### src/rtl/uart_pkg.sv
// Shared types and helpers for the oversampling UART blocks (receiver now, transmitter later).
package uart_pkg;

    typedef enum logic [2:0] {
        IDLE   = 3'd0,
        START  = 3'd1,
        DATA   = 3'd2,
        PARITY = 3'd3,
        STOP   = 3'd4
    } rx_state_t;

    localparam logic LINE_IDLE = 1'b1;

    // Counter width for a range of n values; never narrower than one bit so DIV=1 still builds.
    function automatic int cnt_width(input int n);
        return (n <= 1) ? 1 : $clog2(n);
    endfunction

    function automatic logic xor_reduce9(input logic [8:0] v);
        return ^v;
    endfunction

endpackage

### src/rtl/uart_baud_tick.sv
// Free-running oversample tick: one-cycle pulse every DIV clocks (every clock when DIV=1).
module uart_baud_tick #(
    parameter int DIV = 27
) (
    input  logic clk,
    input  logic rst,
    output logic tick
);
    import uart_pkg::*;

    localparam int            CNT_W = cnt_width(DIV);
    localparam logic [CNT_W-1:0] CNT_LAST = CNT_W'(DIV - 1);
    localparam logic [CNT_W-1:0] CNT_ONE  = CNT_W'(1);

    logic [CNT_W-1:0] cnt_q;
    logic [CNT_W-1:0] cnt_d;

    assign tick = (cnt_q == CNT_LAST);

    // Next count: wrap at DIV-1.
    always_comb begin
        cnt_d = cnt_q;
        if (cnt_q == CNT_LAST) begin
            cnt_d = {CNT_W{1'b0}};
        end else begin
            cnt_d = cnt_q + CNT_ONE;
        end
    end

    // Counter register.
    always_ff @(posedge clk) begin
        if (rst) begin
            cnt_q <= {CNT_W{1'b0}};
        end else begin
            cnt_q <= cnt_d;
        end
    end

endmodule

### src/rtl/uart_rx_os.sv
// Oversampling UART receiver with one-entry valid/ready holding register.
// Optional parity checking is built when UART_RX_PARITY_EN is defined.
module uart_rx_os #(
    parameter int DIV       = 27,
    parameter int OS        = 16,
    parameter int DATA_BITS = 8,
    parameter int STOP_BITS = 1
`ifdef UART_RX_PARITY_EN
    ,
    parameter int PARITY_ODD = 0
`endif
) (
    input  logic                 clk,
    input  logic                 rst,
    input  logic                 rxd,
    output logic [DATA_BITS-1:0] rx_data,
    output logic                 rx_valid,
    input  logic                 rx_ready,
    output logic                 frame_err,
    output logic                 overrun,
`ifdef UART_RX_PARITY_EN
    output logic                 parity_err,
`endif
    output logic                 busy
);
    import uart_pkg::*;

    localparam int               OS_W      = cnt_width(OS);
    localparam logic [OS_W-1:0]  OS_HALF   = OS_W'(OS / 2 - 1);
    localparam logic [OS_W-1:0]  OS_LAST   = OS_W'(OS - 1);
    localparam logic [OS_W-1:0]  OS_ONE    = OS_W'(1);
    localparam int               BIT_W     = cnt_width(DATA_BITS + 1);
    localparam logic [BIT_W-1:0] BIT_LAST  = BIT_W'(DATA_BITS - 1);
    localparam logic [BIT_W-1:0] STOP_LAST = BIT_W'(STOP_BITS - 1);
    localparam logic [BIT_W-1:0] BIT_ONE   = BIT_W'(1);

    logic tick;

    uart_baud_tick #(.DIV(DIV)) u_tick (
        .clk  (clk),
        .rst  (rst),
        .tick (tick)
    );

    logic                 sync1_q, sync2_q, prev_q, prev_d;
    logic                 rxd_s;
    rx_state_t            state_q, state_d;
    logic [OS_W-1:0]      os_q, os_d;
    logic [BIT_W-1:0]     bit_q, bit_d;
    logic [DATA_BITS-1:0] shift_q, shift_d;
    logic                 ferr_q, ferr_d;
    logic                 done_s;
    logic [DATA_BITS-1:0] data_q, data_d;
    logic                 valid_q, valid_d;
    logic                 frame_err_q, frame_err_d;
    logic                 overrun_q, overrun_d;
    logic                 busy_q, busy_d;
`ifdef UART_RX_PARITY_EN
    logic                 perr_q, perr_d;
    logic                 parity_err_q, parity_err_d;
    logic [8:0]           shift_pad_s;
`endif

    assign rxd_s = sync2_q;

`ifdef UART_RX_PARITY_EN
    // Zero-extend the data word so one 9-bit parity helper covers every DATA_BITS.
    always_comb begin
        shift_pad_s = 9'd0;
        shift_pad_s[DATA_BITS-1:0] = shift_q;
    end
`endif

    // Frame FSM: all line decisions happen on tick cycles only.
    always_comb begin
        state_d = state_q;
        os_d    = os_q;
        bit_d   = bit_q;
        shift_d = shift_q;
        ferr_d  = ferr_q;
        done_s  = 1'b0;
`ifdef UART_RX_PARITY_EN
        perr_d  = perr_q;
`endif
        prev_d  = tick ? rxd_s : prev_q;
        if (tick) begin
            case (state_q)
                IDLE: begin
                    // Falling edge only: a held-low line must be seen high before re-arming.
                    if (prev_q && !rxd_s) begin
                        state_d = START;
                        os_d    = {OS_W{1'b0}};
                        ferr_d  = 1'b0;
`ifdef UART_RX_PARITY_EN
                        perr_d  = 1'b0;
`endif
                    end else begin
                        state_d = IDLE;
                    end
                end
                START: begin
                    if (os_q == OS_HALF) begin
                        if (!rxd_s) begin
                            state_d = DATA;
                            os_d    = {OS_W{1'b0}};
                            bit_d   = {BIT_W{1'b0}};
                        end else begin
                            state_d = IDLE;
                        end
                    end else begin
                        os_d = os_q + OS_ONE;
                    end
                end
                DATA: begin
                    if (os_q == OS_LAST) begin
                        shift_d = {rxd_s, shift_q[DATA_BITS-1:1]};
                        os_d    = {OS_W{1'b0}};
                        if (bit_q == BIT_LAST) begin
                            bit_d = {BIT_W{1'b0}};
`ifdef UART_RX_PARITY_EN
                            state_d = PARITY;
`else
                            state_d = STOP;
`endif
                        end else begin
                            bit_d = bit_q + BIT_ONE;
                        end
                    end else begin
                        os_d = os_q + OS_ONE;
                    end
                end
                PARITY: begin
`ifdef UART_RX_PARITY_EN
                    if (os_q == OS_LAST) begin
                        perr_d  = xor_reduce9(shift_pad_s) ^ rxd_s ^ 1'(PARITY_ODD);
                        os_d    = {OS_W{1'b0}};
                        state_d = STOP;
                    end else begin
                        os_d = os_q + OS_ONE;
                    end
`else
                    state_d = IDLE;
`endif
                end
                STOP: begin
                    if (os_q == OS_LAST) begin
                        if (!rxd_s) begin
                            ferr_d = 1'b1;
                        end else begin
                            ferr_d = ferr_q;
                        end
                        os_d = {OS_W{1'b0}};
                        if (bit_q == STOP_LAST) begin
                            bit_d   = {BIT_W{1'b0}};
                            state_d = IDLE;
                            done_s  = 1'b1;
                        end else begin
                            bit_d = bit_q + BIT_ONE;
                        end
                    end else begin
                        os_d = os_q + OS_ONE;
                    end
                end
                default: begin
                    state_d = IDLE;
                end
            endcase
        end else begin
            state_d = state_q;
        end
    end

    // Holding register: a completion into a full, unaccepted register is dropped and flagged.
    always_comb begin
        data_d      = data_q;
        valid_d     = valid_q;
        frame_err_d = frame_err_q;
        overrun_d   = 1'b0;
`ifdef UART_RX_PARITY_EN
        parity_err_d = parity_err_q;
`endif
        if (done_s) begin
            if (!valid_q || rx_ready) begin
                data_d      = shift_q;
                frame_err_d = ferr_d;
                valid_d     = 1'b1;
`ifdef UART_RX_PARITY_EN
                parity_err_d = perr_q;
`endif
            end else begin
                overrun_d = 1'b1;
            end
        end else if (valid_q && rx_ready) begin
            valid_d = 1'b0;
        end else begin
            valid_d = valid_q;
        end
        busy_d = (state_d != IDLE);
    end

    // State and output registers.
    always_ff @(posedge clk) begin
        if (rst) begin
            sync1_q     <= LINE_IDLE;
            sync2_q     <= LINE_IDLE;
            prev_q      <= LINE_IDLE;
            state_q     <= IDLE;
            os_q        <= {OS_W{1'b0}};
            bit_q       <= {BIT_W{1'b0}};
            shift_q     <= {DATA_BITS{1'b0}};
            ferr_q      <= 1'b0;
            data_q      <= {DATA_BITS{1'b0}};
            valid_q     <= 1'b0;
            frame_err_q <= 1'b0;
            overrun_q   <= 1'b0;
            busy_q      <= 1'b0;
`ifdef UART_RX_PARITY_EN
            perr_q       <= 1'b0;
            parity_err_q <= 1'b0;
`endif
        end else begin
            sync1_q     <= rxd;
            sync2_q     <= sync1_q;
            prev_q      <= prev_d;
            state_q     <= state_d;
            os_q        <= os_d;
            bit_q       <= bit_d;
            shift_q     <= shift_d;
            ferr_q      <= ferr_d;
            data_q      <= data_d;
            valid_q     <= valid_d;
            frame_err_q <= frame_err_d;
            overrun_q   <= overrun_d;
            busy_q      <= busy_d;
`ifdef UART_RX_PARITY_EN
            perr_q       <= perr_d;
            parity_err_q <= parity_err_d;
`endif
        end
    end

    assign rx_data   = data_q;
    assign rx_valid  = valid_q;
    assign frame_err = frame_err_q;
    assign overrun   = overrun_q;
    assign busy      = busy_q;
`ifdef UART_RX_PARITY_EN
    assign parity_err = parity_err_q;
`endif

endmodule

### config.mk
export PLATFORM = sky130hd
export DESIGN_NAME = uart_rx_os
export DESIGN_NICKNAME = d
export VERILOG_FILES = /design/src/rtl/uart_pkg.sv /design/src/rtl/uart_baud_tick.sv /design/src/rtl/uart_rx_os.sv
export SDC_FILE = /design/constraint.sdc
export NUM_CORES = 1
export LEC_CHECK = 0
export ABC_AREA = 0
export CELL_PAD_IN_SITES_DETAIL_PLACEMENT = 1
export CELL_PAD_IN_SITES_GLOBAL_PLACEMENT = 2
export CORE_MARGIN = 3
export CORE_UTILIZATION = 35
export CTS_CLUSTER_DIAMETER = 80
export DETAILED_ROUTE_END_ITERATION = 6
export PLACE_DENSITY = 0.84
export SYNTH_ARGS = -nofsm -noshare
export SYNTH_HDL_FRONTEND = slang
export SYNTH_SLANG_ARGS = --single-unit
### constraint.sdc
create_clock -name clk -period 2.46 [get_ports clk]
set_clock_uncertainty 0.15 [all_clocks]
set_input_delay 0.246 -clock clk [delete_from_list [all_inputs] [get_ports clk]]
set_output_delay 0.246 -clock clk [all_outputs]
set_load 0.02 [all_outputs]
# [Word-level counts from Yosys, hierarchy flattened]
# Cells that the tools add are included.
[op_classes] add_sub_neg=3 muxes=33 bitwise_logic=1 n_reduce_logical=19 eq_ne=14
[ops] op="$mux W4" count=9
[ops] op="$pmux W4 S3" count=2
[ops] op="$mux W3" count=6
[ops] op="$mux W1" count=13
[ops] op="$pmux W3 S4" count=1
[ops] op="$ne A2 B2 Y1 const B" count=5
[ops] op="$reduce_bool A3 Y1" count=3
[ops] op="$add A4 B1 Y4 const B" count=2
[ops] op="$eq A4 B3 Y1 const B" count=2
[ops] op="$reduce_and A6 Y1" count=1
[ops] op="$reduce_or A2 Y1" count=3
[ops] op="$add A5 B1 Y5 const B" count=1
[ops] op="$eq A5 B5 Y1 const B" count=1
[ops] op="$eq A4 B4 Y1 const B" count=1
[ops] op="$logic_not A4 Y1" count=1
[ops] op="$reduce_and A2 Y1" count=2
[ops] op="$reduce_and A4 Y1" count=1
[ops] op="$eq A3 B1 Y1 const B" count=1
[ops] op="$eq A3 B2 Y1 const B" count=1
[ops] op="$eq A3 B3 Y1 const B" count=1
[ops] op="$logic_not A3 Y1" count=1
[ops] op="$ne A3 B3 Y1 const B" count=1
[ops] op="$reduce_and A3 Y1" count=1
[ops] op="$logic_and A1 B1 Y1" count=2
[ops] op="other kinds (7)" count=8
[totals] reg_bits=40 wordCells=84 in_bits=4 output_inout_bits=12

# [Longest topological paths before layout]
[depth] word_depth=7 depth_mapped=8 mapped_depth_nobuf=7

# [Modules after synthesis]
# A second synthesis with hierarchy kept.
[unflattened] hier_cells=230 hier_area_um2=1961.9
[by_module_without_submodules] module="uart_rx_os" cells_per_inst=208 area_each_um2=1702.9 seq_area_each_um2=700.7 n_inst=1
[by_module_without_submodules] module="uart_baud_tick" cells_per_inst=22 area_each_um2=259.0 seq_area_each_um2=100.1 n_inst=1

# [Worst setup path before layout]
# OpenSTA, ideal clock, no wires.
[synth_timing] path_type="register -> register" start="reg os_q[0]" end="reg frame_err_q, in the netlist frame_err" required_time_ps=2182 path_buffers=2 setup_time_ps=128 period_less_slack_ps=1881 t_arrival_ps=1603 setup_slack_ps=579 path_stages_with_launch=9 cell_sequence="dfxtp_1 > ha_1 > and3_1 > clkbuf_1 > nand4_1 > nor2b_1 > buf_2 > mux2i_1 > nor2_1"
[synth_via] elab_chain_cells=5 elab_cells_between_ends=8 cone_classes="eq/ne (1); mux (6); reduce/logical (1)"
[synth_lines] element="start: declaration" line="uart_rx_os.sv:48" rtl="logic [OS_W-1:0] os_q, os_d;"
[synth_lines] element="start signal: assignment" line="uart_rx_os.sv:208" rtl="os_q <= {OS_W{1'b0}};"
[synth_lines] element="start signal: assignment" line="uart_rx_os.sv:226" rtl="os_q <= os_d;"
[synth_lines] element="$eq A4 B4 Y1 *" line="uart_rx_os.sv:146" rtl="if (os_q == OS_LAST) begin"
[synth_lines] element="$mux W1" line="uart_rx_os.sv:146"
[synth_lines] element="$mux W1" line="uart_rx_os.sv:87" rtl="case (state_q)"
[synth_lines] element="$mux W1" line="uart_rx_os.sv:86" rtl="if (tick) begin"
[synth_lines] element="$reduce_and A2 Y1 (no line)"
[synth_lines] element="end signal: assignment" line="uart_rx_os.sv:232" rtl="frame_err_q <= frame_err_d;"
[synth_lines] element="end: declaration" line="uart_rx_os.sv:55" rtl="logic frame_err_q, frame_err_d;"
# Every way passes the cells marked *; elsewhere a longest branch is shown, timed or not.
# A chain may end at the register's enable or synchronous reset.

# [Worst setup path in the final report]
[layout_timing] start="reg u_tick.cnt_q[0]" end="reg data_q[3], in the netlist rx_data[3]"
[layout_via] elab_chain_cells=3
[layout_lines] element="start: declaration" line="uart_baud_tick.sv:15" rtl="logic [CNT_W-1:0] cnt_q;"
[layout_lines] element="start signal: assignment" line="uart_baud_tick.sv:33" rtl="cnt_q <= {CNT_W{1'b0}};"
[layout_lines] element="start signal: assignment" line="uart_baud_tick.sv:35" rtl="cnt_q <= cnt_d;"
[layout_lines] element="$eq A5 B5 Y1" line="uart_baud_tick.sv:18" rtl="assign tick = (cnt_q == CNT_LAST);"
[layout_lines] element="$mux W1" line="uart_rx_os.sv:86"
[layout_lines] element="$reduce_and A2 Y1 (no line)"
[layout_lines] element="end signal: assignment" line="uart_rx_os.sv:212" rtl="data_q <= {DATA_BITS{1'b0}};"
[layout_lines] element="end signal: assignment" line="uart_rx_os.sv:230" rtl="data_q <= data_d;"
[layout_lines] element="end: declaration" line="uart_rx_os.sv:53" rtl="logic [DATA_BITS-1:0] data_q, data_d;"
# Every way passes these cells.

==> results by group <==
Critical path
  – Worst Reg-to-Reg Cells: 8
  – Reg2reg start: u_tick.cnt_q[0]
  – Max stage delay cell, worst path: and4b_1
  – Crit end category: flop
  – Worst-path maximum fanout: 11
  – Critical path class: flop to flop
  – Data required time of the worst path: 2.49 ns
  – Max incr delay on CP: 0.45 ns
  – Data arrival, critical path: 2.21 ns
  – R2r endpoint: rx_data[3]
  – R2R setup slack: 0.28 ns
  – Worst setup SP type: flop
  – Worst-path cell chain: inv_1 > ha_1 > and4b_1 > nand4_1 > nor2b_1 > buf_4 > mux2i_1 > nor2_1

Power
  – Worst vdd ir: 0.3542 mV
  – Leakage: 0.0007284 uW
  – P per Cell Area: 576.8 nW/um2

Timing
  – Final Hold Vio Count: 0
  – Hold Slack: 0.2646 ns
  – Peak Freq: 458.8 MHz
  – Final slew viol count: 0
  – Final setup viols: 0
  – Worst-Margin Slew: 0.4400 ns
  – Slew HR: 70.63%
  – RSZ-0062 raised after global routing: false
  – Setup TNS: 0 ns
  – Final min period: 2.180 ns
  – Final Cycle Share: 88.60%
  – Final setup margin: 0.2805 ns

Synth
  – Largest family of logic cells by synthesized area: simple AND/OR/NAND/NOR gates
  – Post-Syn Area: 1815 um2
  – Mapped Cells: 199
  – Syn Area/Cell: 9.123 um2
  – Yosys cell types: 43
  – Most used DFF post-synth: dfxtp_1
  – Mux cell area share after synthesis: 9.924%
  – Syn Nets: 208
  – Fraction of registers with async set/reset: 0%
  – Synth Area in XOR/XNOR: 2.412%
  – Flops & latches, synth: 40
  – Sequential fraction of the synthesis area: 44.11%
  – Adder-cell share of the synthesized area: 4.066%
  – EDFF count, synth: 0
  – Synthesis Warnings: 0
  – Simple-gate share of the synthesized area: 24.60%
  – Synth Area in Compound Gates: 10.20%

Routing
  – 1st-pass router iterations: 4
  – Routed Antenna Nets: 0
  – Vias per cell: 5.104
  – WL/cell: 14.22 um
  – Final wirelength: 3982 um
  – DRT iter0 DRCs: 124
  – Drt drc: 0
  – DR vias: 1429

Global routing
  – Overflow after GRT: 0
  – Largest net degree at the start of global routing: 23
  – First-pass GRT wire length: 7169 um
  – Initial antenna violation count: 0
  – Global Route Usage Sum: 14.59%
  – Number of global-route vias before repair: 1503

Clocking
  – Num CTS Buffers: 5
  – Clk slew on worst S/H paths: 0.08 ns
  – Worst-Skew Late Latency: 0.29 ns
  – Post-cts resize count: 0
  – Root buffer cell: clkbuf_8
  – Setup bufs post-CTS: 0
  – CTS max path bufs: 2
  – CTS Hold Bufs: 0
  – H-tree Lvls: 2
  – CTS sink cnt: 40
  – CTS tree: built

Min path
  – Worst min path class: flop to flop
  – Worst Hold Endpoint: rxd_s
  – Hold Crit Start: sync1_q
  – WHS Path Cells: 1

Flow run
  – Max Cap Viol: 0

Place
  – HPWL Detailed: 2925 um
  – Gpl congestion: 0.7968
  – PortBufs: 15
  – Worst slack, placed: 0.2706 ns
  – Placed Area: 2006 um2

Final layout
  – Area delta synth->final: 16.61%
  – Design Area, Final: 2117 um2
  – Area of the multi-input gates: 929.6 um2
  – Fin util: 43.38%
  – Diode count: 0
  – Reg area: 800.8 um2
  – FILL cells: 585
  – Final layout net count: 221
  – Share of layout cells above drive strength 1: 9.859%

Floorplanning
  – Initial Util: 37.21%
  – Cell Rows: 25
  – Die ar.: 6087 um2
  – Top Ports: 16
  – Die Wd: 78.02 um
  – Die height: 78.02 um
  – CORE AREA: 4880 um2

Run status
  – Outcome: finished, final reports clean
-- worst max-delay path by stage --
stage / from / endpoint / slack (ns)
6_report: u_tick.cnt_q[0] / rx_data[3] / 0.28
2_1_floorplan: os_q[0] / frame_err / 0.58
3_3_place_gp: bit_q[0] / rx_data[7] / 0.44
4_1_cts: u_tick.cnt_q[0] / rx_data[3] / 0.23
5_1_grt: u_tick.cnt_q[0] / rx_data[6] / 0.09
3_5_place_dp: u_tick.cnt_q[0] / rx_data[3] / 0.27
-- cell families (layout without fill, tap and decap cells) --
family / after synthesis / in the layout
fa+ha+maj: 6 / 6
simple gates: 82 / 82
xor+xnor: 5 / 5
buf+inv: 17 / 31
compound gates: 31 / 31
flops: 40 / 40
mux: 18 / 18
-- worst max-delay path, delay by kind of cell, from the launching register on --
kind	cells	cell delay, ns
adders and majority gates	1	0.16
muxes	1	0.23
and+or+nand+nor	4	0.89
buffers and inverters	2	0.30
DFF	1	0.34
-- cells in the mapped netlist (all sizes together) (2+ instances only) --
| library cell | instances | area [um2] |
|---|---|---|
| o21ai | 7 | 35.03 |
| and3b | 2 | 17.52 |
| or3b | 2 | 17.52 |
| or4 | 2 | 15.01 |
| dfxtp | 40 | 800.8 |
| nand2 | 9 | 33.78 |
| or3 | 2 | 15.01 |
| nor3 | 4 | 20.02 |
| nand2b | 4 | 25.02 |
| clkbuf | 6 | 22.52 |
| and3 | 2 | 12.51 |
| nor2b | 5 | 31.28 |
| ha | 5 | 62.56 |
| mux2i | 18 | 180.2 |
| nor3b | 2 | 15.01 |
| a21oi | 13 | 65.06 |
| xnor2 | 2 | 17.52 |
| nand3 | 10 | 55.05 |
| nor2 | 28 | 112.6 |
| a211o | 2 | 17.52 |
| xor2 | 3 | 26.28 |
| a211oi | 2 | 15.01 |
| or2 | 3 | 18.77 |
| buf | 6 | 43.79 |
| inv | 5 | 18.77 |
| o21a | 2 | 15.01 |
-- cells in the final DEF (no fill, tap or decap), types with 7 or more instances in the layout --
master,instances
nand3_1,9
nor2_1,27
a21oi_1,13
dfxtp_1,40
o21ai_0,7
clkdlybuf4s50_1,15
nand2_1,9
mux2i_1,18
-- sequential cells by signal, summed over array words and instances, names as in the netlist, 3 cells and up --
name,flops
bit_q,4
os_q,4
rx_data,8
shift_q,8
state_q,3
u_tick.cnt_q,5
-- stage by stage --
stage	cells	power, uW
final	280	1221
after global routing	280	1274
after CTS	280	1243
after detailed placement	272	704.8
after global placement	272	702.2
after floorplan	199	691.2
-- report_power, final --
group	switching, uW	leakage [uW]	internal, uW
clock network	233	0.0000541	300
registers	5.56	0.000323	652
logic	16.3	0.000351	14.1
-- area by class of cell --
cell class	instances	area share (%)
multi-input cells	142	43.91
flip-flops and latches	40	37.83
repair buffers	18	8.156
well taps	67	3.960
clock buffers	5	3.251
clock inverters	3	2.009
inverters	5	0.8865
-- metal layers --
metal	wire length, um	global-route usage (%)
met5	0	0
met4	55	4.720
met3	128	3.784
met2	1966	25.34
met1	1831	17.53
(Power assumes the default switching activity.)
